## src/rtl/uart_pkg.sv

```systemverilog
`default_nettype none
// ============================================================================
//  Module      : uart_pkg
//  Description : Shared constants, frame-timing helpers and the arbiter state
//                encoding for the UART transmit arbiter.
//                FRAME_BITS    - bit periods occupied by one frame on the line
//                baud_divisor  - clk cycles per bit (integer truncation, same
//                                rounding as the downstream uart_tx)
//                frame_cycles  - clk cycles reserved per frame, counted from
//                                the start pulse, including the idle gap
//                arb_state_t   - arbiter FSM states
//  Revision    : 1.0 - initial release
// ============================================================================
package uart_pkg;

    localparam int FRAME_BITS = 11;

    function automatic int baud_divisor(input int clock_frequency,
                                        input int baud_rate);
        return clock_frequency / baud_rate;
    endfunction

    // The extra cycle covers uart_tx registering start before driving the
    // start bit; the gap guarantees a clean stop level between frames.
    function automatic int frame_cycles(input int clock_frequency,
                                        input int baud_rate,
                                        input int gap_cycles);
        return FRAME_BITS * baud_divisor(clock_frequency, baud_rate) + 1 + gap_cycles;
    endfunction

    typedef enum logic [1:0] {
        HOLDOFF = 2'd0,
        IDLE    = 2'd1,
        LAUNCH  = 2'd2,
        WAIT    = 2'd3
    } arb_state_t;

endpackage : uart_pkg
`default_nettype wire

```

## src/rtl/uart_tx_arbiter_rr_arbiter.sv

```systemverilog
`default_nettype none
// ============================================================================
//  Module      : rr_arbiter
//  Description : Purely combinational round-robin arbiter. Grants the first
//                requester at or after ptr+1 (mod N). When lock is set only
//                lock_id may be granted, and nothing is granted if it is not
//                requesting.
//  Ports       : req[N]        request vector
//                ptr[W]        index of the most recent winner
//                lock          restrict grant to lock_id
//                lock_id[W]    locked requester index
//                grant[N]      one-hot grant (all zero if none)
//                grant_idx[W]  encoded grant index (0 when none)
//                grant_any     a grant is being issued
//  Revision    : 1.0 - initial release
// ============================================================================
module rr_arbiter #(
    parameter int N = 4,
    parameter int W = $clog2(N)
) (
    input  logic [N-1:0] req,
    input  logic [W-1:0] ptr,
    input  logic         lock,
    input  logic [W-1:0] lock_id,
    output logic [N-1:0] grant,
    output logic [W-1:0] grant_idx,
    output logic         grant_any
);

    int w_cand;

    always_comb begin
        grant     = '0;
        grant_idx = '0;
        grant_any = 1'b0;
        w_cand    = 0;
        if (lock) begin
            if (req[lock_id]) begin
                grant[lock_id] = 1'b1;
                grant_idx      = lock_id;
                grant_any      = 1'b1;
            end
        end else begin
            // Scan offsets 1..N so the previous winner is considered last.
            for (int k = 1; k <= N; k++) begin
                w_cand = (int'(ptr) + k) % N;
                if (!grant_any && req[W'(w_cand)]) begin
                    grant[W'(w_cand)] = 1'b1;
                    grant_idx         = W'(w_cand);
                    grant_any         = 1'b1;
                end
            end
        end
    end

endmodule : rr_arbiter
`default_nettype wire

```

## src/rtl/uart_tx_arbiter.sv

```systemverilog
`default_nettype none
// ============================================================================
//  Module      : uart_tx_arbiter
//  Description : Shares one uart_tx among NUM_REQ byte sources with
//                round-robin fairness. Accepts one byte per frame over
//                valid/ready, pulses tx_start and holds tx_data for the whole
//                frame. uart_tx has no busy output, so frame length is timed
//                locally; after reset a full frame time is waited out in case
//                uart_tx (which has no reset) was mid-frame.
//  Ports       : clk, rst       clock, synchronous active-high reset
//                req_valid[N]   requester i offers req_data[8*i+:8]
//                req_data[8N]   packed request bytes
//                req_ready[N]   one-hot accept, only in IDLE
//                tx_start       one-cycle start pulse to uart_tx
//                tx_data[8]     byte to uart_tx, stable for the frame
//                busy           high whenever not in IDLE
//                grant_id       index of the last accepted requester
//                req_last[N]    (UART_ARB_PACKET_LOCK_EN only) last byte of a
//                               packet; keeps the grant until it is accepted
//  Config      : UART_ARB_PACKET_LOCK_EN - enables packet locking
//  Revision    : 1.0 - initial release
// ============================================================================
module uart_tx_arbiter
    import uart_pkg::*;
#(
    parameter int NUM_REQ         = 4,
    parameter int CLOCK_FREQUENCY = 27000000,
    parameter int BAUD_RATE       = 115200,
    parameter int GAP_CYCLES      = 2
) (
    input  logic                         clk,
    input  logic                         rst,
    input  logic [NUM_REQ-1:0]           req_valid,
    input  logic [8*NUM_REQ-1:0]         req_data,
    output logic [NUM_REQ-1:0]           req_ready,
    output logic                         tx_start,
    output logic [7:0]                   tx_data,
    output logic                         busy,
    output logic [$clog2(NUM_REQ)-1:0]   grant_id
`ifdef UART_ARB_PACKET_LOCK_EN
    ,
    input  logic [NUM_REQ-1:0]           req_last
`endif
);

    localparam int c_IDX_W        = $clog2(NUM_REQ);
    localparam int c_FRAME_CYCLES = frame_cycles(CLOCK_FREQUENCY, BAUD_RATE, GAP_CYCLES);
    // Holds up to FRAME_CYCLES: the counter steps once more on the exit edge.
    localparam int c_CNT_W        = $clog2(c_FRAME_CYCLES + 1);

    arb_state_t           r_state;
    arb_state_t           w_state_next;
    logic [c_CNT_W-1:0]   r_cnt;
    logic [7:0]           r_tx_data;
    logic [c_IDX_W-1:0]   r_grant_id;
    logic [c_IDX_W-1:0]   r_ptr;
    logic                 w_lock;

    logic [NUM_REQ-1:0]   w_grant;
    logic [c_IDX_W-1:0]   w_grant_idx;
    logic                 w_grant_any;
    logic                 w_accept;
    logic                 w_cnt_last;
    logic [7:0]           w_sel_data;
    logic [NUM_REQ-1:0]   w_ready;
    logic                 w_tx_start;
    logic                 w_busy;

`ifdef UART_ARB_PACKET_LOCK_EN
    logic                 r_lock;

    // Lock engages after any accepted byte that is not the packet's last.
    always_ff @(posedge clk) begin
        if (rst) begin
            r_lock <= 1'b0;
        end else if (w_accept) begin
            r_lock <= ~req_last[w_grant_idx];
        end
    end

    assign w_lock = r_lock;
`else
    assign w_lock = 1'b0;
`endif

    rr_arbiter #(
        .N (NUM_REQ),
        .W (c_IDX_W)
    ) u_rr_arbiter (
        .req       (req_valid),
        .ptr       (r_ptr),
        .lock      (w_lock),
        .lock_id   (r_grant_id),
        .grant     (w_grant),
        .grant_idx (w_grant_idx),
        .grant_any (w_grant_any)
    );

    assign w_cnt_last = (r_cnt == c_CNT_W'(c_FRAME_CYCLES - 1));
    assign w_accept   = (r_state == IDLE) && w_grant_any;

    always_comb begin
        w_sel_data = 8'h00;
        for (int i = 0; i < NUM_REQ; i++) begin
            if (w_grant[i]) begin
                w_sel_data = req_data[8*i +: 8];
            end
        end
    end

    // ------------------------------------------------------------------
    // FSM
    // ------------------------------------------------------------------
    always_ff @(posedge clk) begin
        if (rst) begin
            r_state <= HOLDOFF;
        end else begin
            r_state <= w_state_next;
        end
    end

    always_comb begin
        w_state_next = r_state;
        w_ready      = '0;
        w_tx_start   = 1'b0;
        w_busy       = 1'b1;
        case (r_state)
            HOLDOFF: begin
                if (w_cnt_last) begin
                    w_state_next = IDLE;
                end
            end
            IDLE: begin
                w_busy  = 1'b0;
                w_ready = w_grant;
                if (w_grant_any) begin
                    w_state_next = LAUNCH;
                end
            end
            LAUNCH: begin
                w_tx_start   = 1'b1;
                w_state_next = WAIT;
            end
            WAIT: begin
                if (w_cnt_last) begin
                    w_state_next = IDLE;
                end
            end
            default: begin
                w_state_next = HOLDOFF;
            end
        endcase
    end

    // ------------------------------------------------------------------
    // Frame counter: the LAUNCH cycle is count 0, so WAIT starts at 1.
    // ------------------------------------------------------------------
    always_ff @(posedge clk) begin
        if (rst) begin
            r_cnt <= '0;
        end else begin
            case (r_state)
                IDLE:    r_cnt <= '0;
                LAUNCH:  r_cnt <= c_CNT_W'(1);
                default: r_cnt <= r_cnt + c_CNT_W'(1);
            endcase
        end
    end

    // ------------------------------------------------------------------
    // Accepted byte, grant record and round-robin pointer
    // ------------------------------------------------------------------
    always_ff @(posedge clk) begin
        if (rst) begin
            r_tx_data  <= 8'h00;
            r_grant_id <= '0;
            r_ptr      <= c_IDX_W'(NUM_REQ - 1);
        end else if (w_accept) begin
            r_tx_data  <= w_sel_data;
            r_grant_id <= w_grant_idx;
            r_ptr      <= w_grant_idx;
        end
    end

    assign req_ready = w_ready;
    assign tx_start  = w_tx_start;
    assign tx_data   = r_tx_data;
    assign busy      = w_busy;
    assign grant_id  = r_grant_id;

endmodule : uart_tx_arbiter
`default_nettype wire

```

## config.mk

```make
export PLATFORM = sky130hd
export DESIGN_NAME = uart_tx_arbiter
export DESIGN_NICKNAME = d
export VERILOG_FILES = /design/src/rtl/uart_pkg.sv /design/src/rtl/uart_tx_arbiter_rr_arbiter.sv /design/src/rtl/uart_tx_arbiter.sv
export SDC_FILE = /design/constraint.sdc
export NUM_CORES = 1
export LEC_CHECK = 0
export CAP_MARGIN = 10
export CORE_MARGIN = 5
export CORE_UTILIZATION = 60
export DETAILED_ROUTE_END_ITERATION = 10
export DONT_BUFFER_PORTS = 1
export PLACE_DENSITY = 0.76
export REMOVE_ABC_BUFFERS = 1
export SYNTH_ARGS = -nofsm -noshare
export SYNTH_HDL_FRONTEND = slang
export SYNTH_HIERARCHICAL = 1
export SYNTH_SLANG_ARGS = --single-unit
```

## constraint.sdc

```tcl
create_clock -name clk -period 5.3 [get_ports clk]
set_clock_uncertainty 0.15 [all_clocks]
set_input_delay 0.265 -clock clk [delete_from_list [all_inputs] [get_ports clk]]
set_output_delay 0.265 -clock clk [all_outputs]
set_load 0.02 [all_outputs]
```

; ---- Word level (Yosys, flattened, before mapping)
; Cells that the tools add are included.
[word_totals]
input_bits = 38
register_bits = 26
wordCells = 84
out_inout_bits = 16
[classes]
reduce_logical = 14
add_sub_neg = 5
n_bitwise = 3
magnitude_cmp = 8
mux = 43
n_eq_ne = 6
[op_table]
columns = operator, count
row1 = two-way mux 8 bit, 4
row2 = one-hot mux 12 bit (2 select lines), 1
row3 = two-way mux 4 bit, 5
row4 = two-way mux 1 bit, 18
row5 = "less-than comparator 2 x 4 -> 1 bit, second input constant", 4
row6 = "adder 12 x 1 -> 12 bit, second input constant", 1
row7 = "== test 12 bit, second input constant", 1
row8 = two-way mux 2 bit, 6
row9 = OR 4 bit, 3
row10 = binary-select mux 1 bit (select 2 bit), 4
row11 = demux 1 bit (select 2 bit), 4
row12 = "greater-or-equal comparator 2 x 1 -> 1 bit, second input constant", 4
row13 = logical AND 1 bit, 8
row14 = one-hot mux 2 bit (3 select lines), 1
row15 = "adder 2 x 1 -> 2 bit, second input constant", 2
row16 = "adder 2 bit, second input constant", 2
row17 = "== test 2 bit, second input constant", 2
row18 = logical NOT 1 bit, 3
row19 = "== test 2 x 1 -> 1 bit, second input constant", 1
row20 = logical NOT 2 bit, 1
row21 = "inequality test 2 x 1 -> 1 bit, second input constant", 1
row22 = "inequality test 2 bit, second input constant", 1
row23 = AND reduction 2 bit, 1
row24 = OR reduction 2 bit, 1

; ---- Depth between registers and ports, before layout
[depth]
depth_word = 18
depth_mapped = 14

; ---- Hierarchy
; The synthesis kept the hierarchy.
[modules_own_cells]
columns = module, area_each_um2, seq_area_each_um2, n_inst, cells_each
row1 = uart_tx_arbiter, 1415.1, 520.5, 1, 177
row2 = rr_arbiter, 742.0, 0.0, 1, 96

; ---- Worst setup path after synthesis
; OpenSTA, ideal clock, no wires.
[synth_timing]
kind = register to register
startpoint = register r_ptr[0]
endpoint = register r_tx_data[7] (netlist: tx_data[7])
path_buffers = 5
setup_time_ps = 86
arrival_time_ps = 3317
slack_ps = 1748
path_stages_with_launch = 15
cell_sequence = dfxtp_1 buf_6 buf_2 inv_1 ha_1 buf_6 mux4_2 nor2_4 o2111ai_1 o211ai_1 clkbuf_1 buf_2 a21oi_1 a221o_1 a211oi_1
[synth_via]
elab_cells_between_ends = 58
[synth_lines]
columns = item, line_no
row1 = from (decl), uart_tx_arbiter.sv:56  ; logic [c_IDX_W-1:0] r_ptr;
row2 = from (signal assigned), uart_tx_arbiter.sv:177  ; r_ptr <= c_IDX_W'(NUM_REQ - 1);
row3 = from (signal assigned), uart_tx_arbiter.sv:181  ; r_ptr <= w_grant_idx;
row4 = "parallel branches: the longest is 13 deep, another holds less-than comparator 2 x 4 -> 1 bit", n/a
row5 = two-way mux 4 bit (*), uart_tx_arbiter_rr_arbiter.sv:47  ; if (!grant_any && req[W'(w_cand)]) begin
row6 = net w_grant[2], uart_tx_arbiter.sv:59  ; logic [NUM_REQ-1:0] w_grant;
row7 = two-way mux 8 bit (*) (2 in a row), uart_tx_arbiter.sv:105  ; if (w_grant[i]) begin
row8 = to (signal assigned), uart_tx_arbiter.sv:179  ; r_tx_data <= w_sel_data;
row9 = to (decl), uart_tx_arbiter.sv:54  ; logic [7:0] r_tx_data;
; Mark *: on every way through the listed nets, which the timed path passes. The select of a mux whose other input is x is not followed.
; A chain may end at the register's enable or synchronous reset.

; ---- Worst setup path after layout
[layout_timing]
startpoint = register r_ptr[1]
endpoint = output port req_ready[1]
[layout_via]
elab_chain_len = 15
elab_cells_between_ends = 53
[layout_rtl]
columns = item, line_no
row1 = "parallel branches: the longest is 13 deep, another holds less-than comparator 2 x 4 -> 1 bit", n/a
row2 = two-way mux 4 bit (*), uart_tx_arbiter_rr_arbiter.sv:47
row3 = net w_grant[1], uart_tx_arbiter.sv:59
row4 = two-way mux 4 bit (*), uart_tx_arbiter.sv:127  ; case (r_state)
row5 = to (decl), uart_tx_arbiter.sv:35  ; output logic [NUM_REQ-1:0] req_ready,
; Marks and branches as above.

==> flow_summary.json <==
{
  "cpMaxStageDelayCell": "dfxtp_1",
  "drt-total-wl_microns": 5105,
  "netlist_area_sq_um": 2157,
  "clk_path_buf_depth": 2,
  "floorplan.die.height_microns": 69.96,
  "ys_seq_elements": 26,
  "area_growth_pct": 1.276,
  "die_boundary_width_microns": 69.96,
  "reg2reg_from": "r_ptr[1]",
  "final_net_count": 315,
  "setup-violations-final": 0,
  "critical_path.max_fanout": 17,
  "clock-sinks": 26,
  "syn_inst": 273,
  "maxSlewHeadroom_pct": 60.81,
  "maximum_number_of_pins_on_one_net_before_global_route_repair": 22,
  "min-delay-start": "req_data[30]",
  "grt_setup_unrepaired": "no",
  "worstPathCellList": "inv_1 > ha_1 > mux4_2 > nor2_4 > o2111a_1 > a221o_1 > and2_1",
  "critical_path.max_stage_delay_ns": 0.69,
  "detail_route.wl_per_cell_microns": 16.47,
  "tritoncts": "done",
  "finalCritPeriodShare_pct": 76.31,
  "place_congestion": 0.9815,
  "slew_at_the_pin_closest_to_its_max_slew_limit_ns": 0.5859,
  "antenna_violating_nets_post_route": 0,
  "ir_drop_v": 0.0002499,
  "timing.hold.worst_path_depth": 2,
  "grt_first_pass_wirelength_microns": 8659,
  "cts_root_buf": "clkbuf_4",
  "drive_above_1_share_pct": 6.818,
  "drt-pass1-iter-count": 4,
  "worstSkewPairLatency_ns": 0.33,
  "synth.top_cells.by_area": "dfxtp_1 (24%), ha_1 (7.0%), a21oi_1 (6.7%)",
  "ff_latch_area_sq_um": 520.5,
  "worst-path-buf-inv": 1,
  "grt.total_usage_pct": 20.65,
  "synth.yosys.seq_area_share_pct": 24.13,
  "first_global_vias": 1847,
  "hold_path_class": "in -> reg",
  "buffer_ports.inserted": 0,
  "floorplan.initialDensity_pct": 63.15,
  "total_area_of_multi_input_combinational_cells_sq_um": 1448,
  "core_area_sq_um": 3416,
  "critical_path.startpoint_type": "register",
  "cts_resized": 0,
  "syn_avg_cell_area_sq_um": 7.901,
  "synth.top_cell.area_share_pct": 24.13,
  "htree_levels": 1,
  "drtIter0Drc": 201,
  "timing.setup.critical_path_class": "reg -> out",
  "cts.clk_slew.worst_paths_ns": 0.13,
  "overall_overflow_remaining_after_global_route": 0,
  "timing.critical_path.arrival_ns": 3.63,
  "critical_path.endpoint_type": "output port",
  "dp.final_hpwl_microns": 3690,
  "cpLargestDelayFamily": "flip-flops",
  "fillers": 309,
  "floorplan.die_area_sq_um": 4894,
  "final.setup.tns_ns": 0,
  "antenna_found_initial": 0,
  "cellLeakagePower_nw": 0.8033,
  "cts_made_buffers": 3,
  "ioPinCount": 54,
  "finalHoldViolations": 0,
  "final_max_slew_viol_count": 0,
  "via_count": 2022,
  "r2r.worst_path.cells": 9,
  "run_status": "finished, final reports clean",
  "power_density_nw_per_um2": 399.3,
  "rrSetupSlack_ns": 1.44,
  "synth_cell_types": 57,
  "remaining_drc_errors": 0,
  "max_cap_violations": 0,
  "reg2reg_to": "tx_data[4]",
  "antennaDiodeCount": 0,
  "worst-endpoint-required_ns": 4.89,
  "fmax_mhz": 247.3,
  "synth_async_sr_flop_share_pct": 0,
  "synth_edf_count": 0,
  "layout_min_cycle_time_ns": 4.044,
  "post_cts_hold_buffer_count": 1,
  "yosys.area.top_type": "dfxtp_1",
  "finalHoldWorstSlack_ns": 0.01240,
  "post_drt_via_cell_ratio": 6.523,
  "dominant_register_cell_in_the_synthesized_netlist": "dfxtp_1",
  "yosys_warning_count": 6,
  "hold_critical_path_endpoint": "tx_data[6]",
  "postCtsSetupRepairBufs": 0,
  "placementRows": 21
}
-- cells by family (layout without fill, tap and decap cells) --
logic type,count (synthesis),after routing,synth area share [%]
flip-flops,26,26,24.13
XOR/XNOR,3,3,1.218
adder cells (fa/ha/maj),12,12,6.960
AO/OA/AOI/OAI,84,84,27.03
AND/OR/NAND/NOR,90,90,23.38
multiplexers,11,11,7.483
other,1,6,0.1738
buffers and inverters,46,32,9.629
-- metal layers --
| layer | wire, microns | up-vias | global-route usage [%] |
|---|---|---|---|
| met5 | 0 | - | 0 |
| met4 | 29 | 0 | 3.191 |
| met2 | 2380 | 82 | 32.11 |
| met3 | 432 | 4 | 6.887 |
| met1 | 2263 | 951 | 28.32 |
| li1 | - | 985 | - |
-- Yosys cell counts (4+ instances only) --
| master | n |
|---|---|
| buf_6 | 4 |
| nand3b_1 | 10 |
| ha_1 | 12 |
| a21oi_1 | 29 |
| nor2_1 | 16 |
| nand2_1 | 20 |
| inv_1 | 24 |
| nand3_1 | 9 |
| mux2i_1 | 6 |
| dfxtp_1 | 26 |
| mux4_2 | 4 |
| clkbuf_1 | 14 |
| or3_1 | 5 |
| a221o_1 | 10 |
| buf_2 | 4 |
| o21ai_0 | 7 |
| and2_1 | 6 |
| a211oi_1 | 9 |
-- flip-flops by register name, indices dropped and copies added (netlist names) --
register  count
tx_data       8
grant_id      2
r_state       2
r_cnt        12
r_ptr         2
-- where the power goes --
group | internal [mW] | switching, mW
combinational | 0.198 | 0.279
sequential | 0.233 | 0.0629
clock | 0.0421 | 0.0574
total | 0.473 | 0.399
-- placed cells by master, fill, tap and decap left out, types with 2 or more instances in the layout --
master    netlist  routed
nand3_1         9       9
mux4_2          4       4
o21ai_1         2       2
o211ai_1        2       2
nand4_1         3       3
or4_1           2       2
xor2_1          2       2
o32ai_1         3       3
dfxtp_1        26      26
conb_1          1       6
a21oi_2         2       2
nor3_1          2       2
nand2_1        20      20
clkbuf_4        0       3
o21ai_0         7       7
nand2b_1        2       2
buf_4           0       3
o311ai_0        2       2
or3_1           5       5
a31oi_1         2       2
mux2i_1         6       6
a21oi_1        29      29
nand3b_1       10      10
ha_1           12      12
o31ai_1         3       3
a221o_1        10      10
nor4_1          2       2
o41ai_1         3       3
inv_1          24      24
nor2b_1         2       2
nor2_1         16      16
a211oi_1        9       9
and2_1          6       6
-- how the worst max path moves through the flow --
stage / start / depth (start not counted) / end / slack, ns
after global placement: r_ptr[1] / 9 / tx_data[6] / 1.64
after CTS: r_ptr[1] / 7 / req_ready[1] / 1.32
final: r_ptr[1] / 7 / req_ready[1] / 1.26
after floorplan: r_ptr[0] / 9 / tx_data[0] / 1.46
after global routing: r_ptr[1] / 7 / req_ready[1] / 0.97
after detailed placement: r_ptr[1] / 9 / tx_data[4] / 1.51
-- stage by stage --
stage,cell area [sq um],worst slack (ns),instances,util (%),total power [mW]
finish,2185,1.256,310,63.96,0.8723
global route,2185,0.9746,310,63.96,0.9451
CTS,2185,1.316,310,63.96,0.8682
detailed placement,2138,1.509,305,62.60,0.7666
global placement,2138,1.640,305,62.60,0.7584
floorplan,2058,1.464,256,-,0.6698
-- area by class of cell --
class	instances	area share [%]
multi-input cells	206	66.27
inverters	24	4.124
well taps	46	2.635
repair buffers	4	1.489
flip-flops and latches	26	23.83
clock buffers	4	1.661
(Power assumes the default switching activity.)
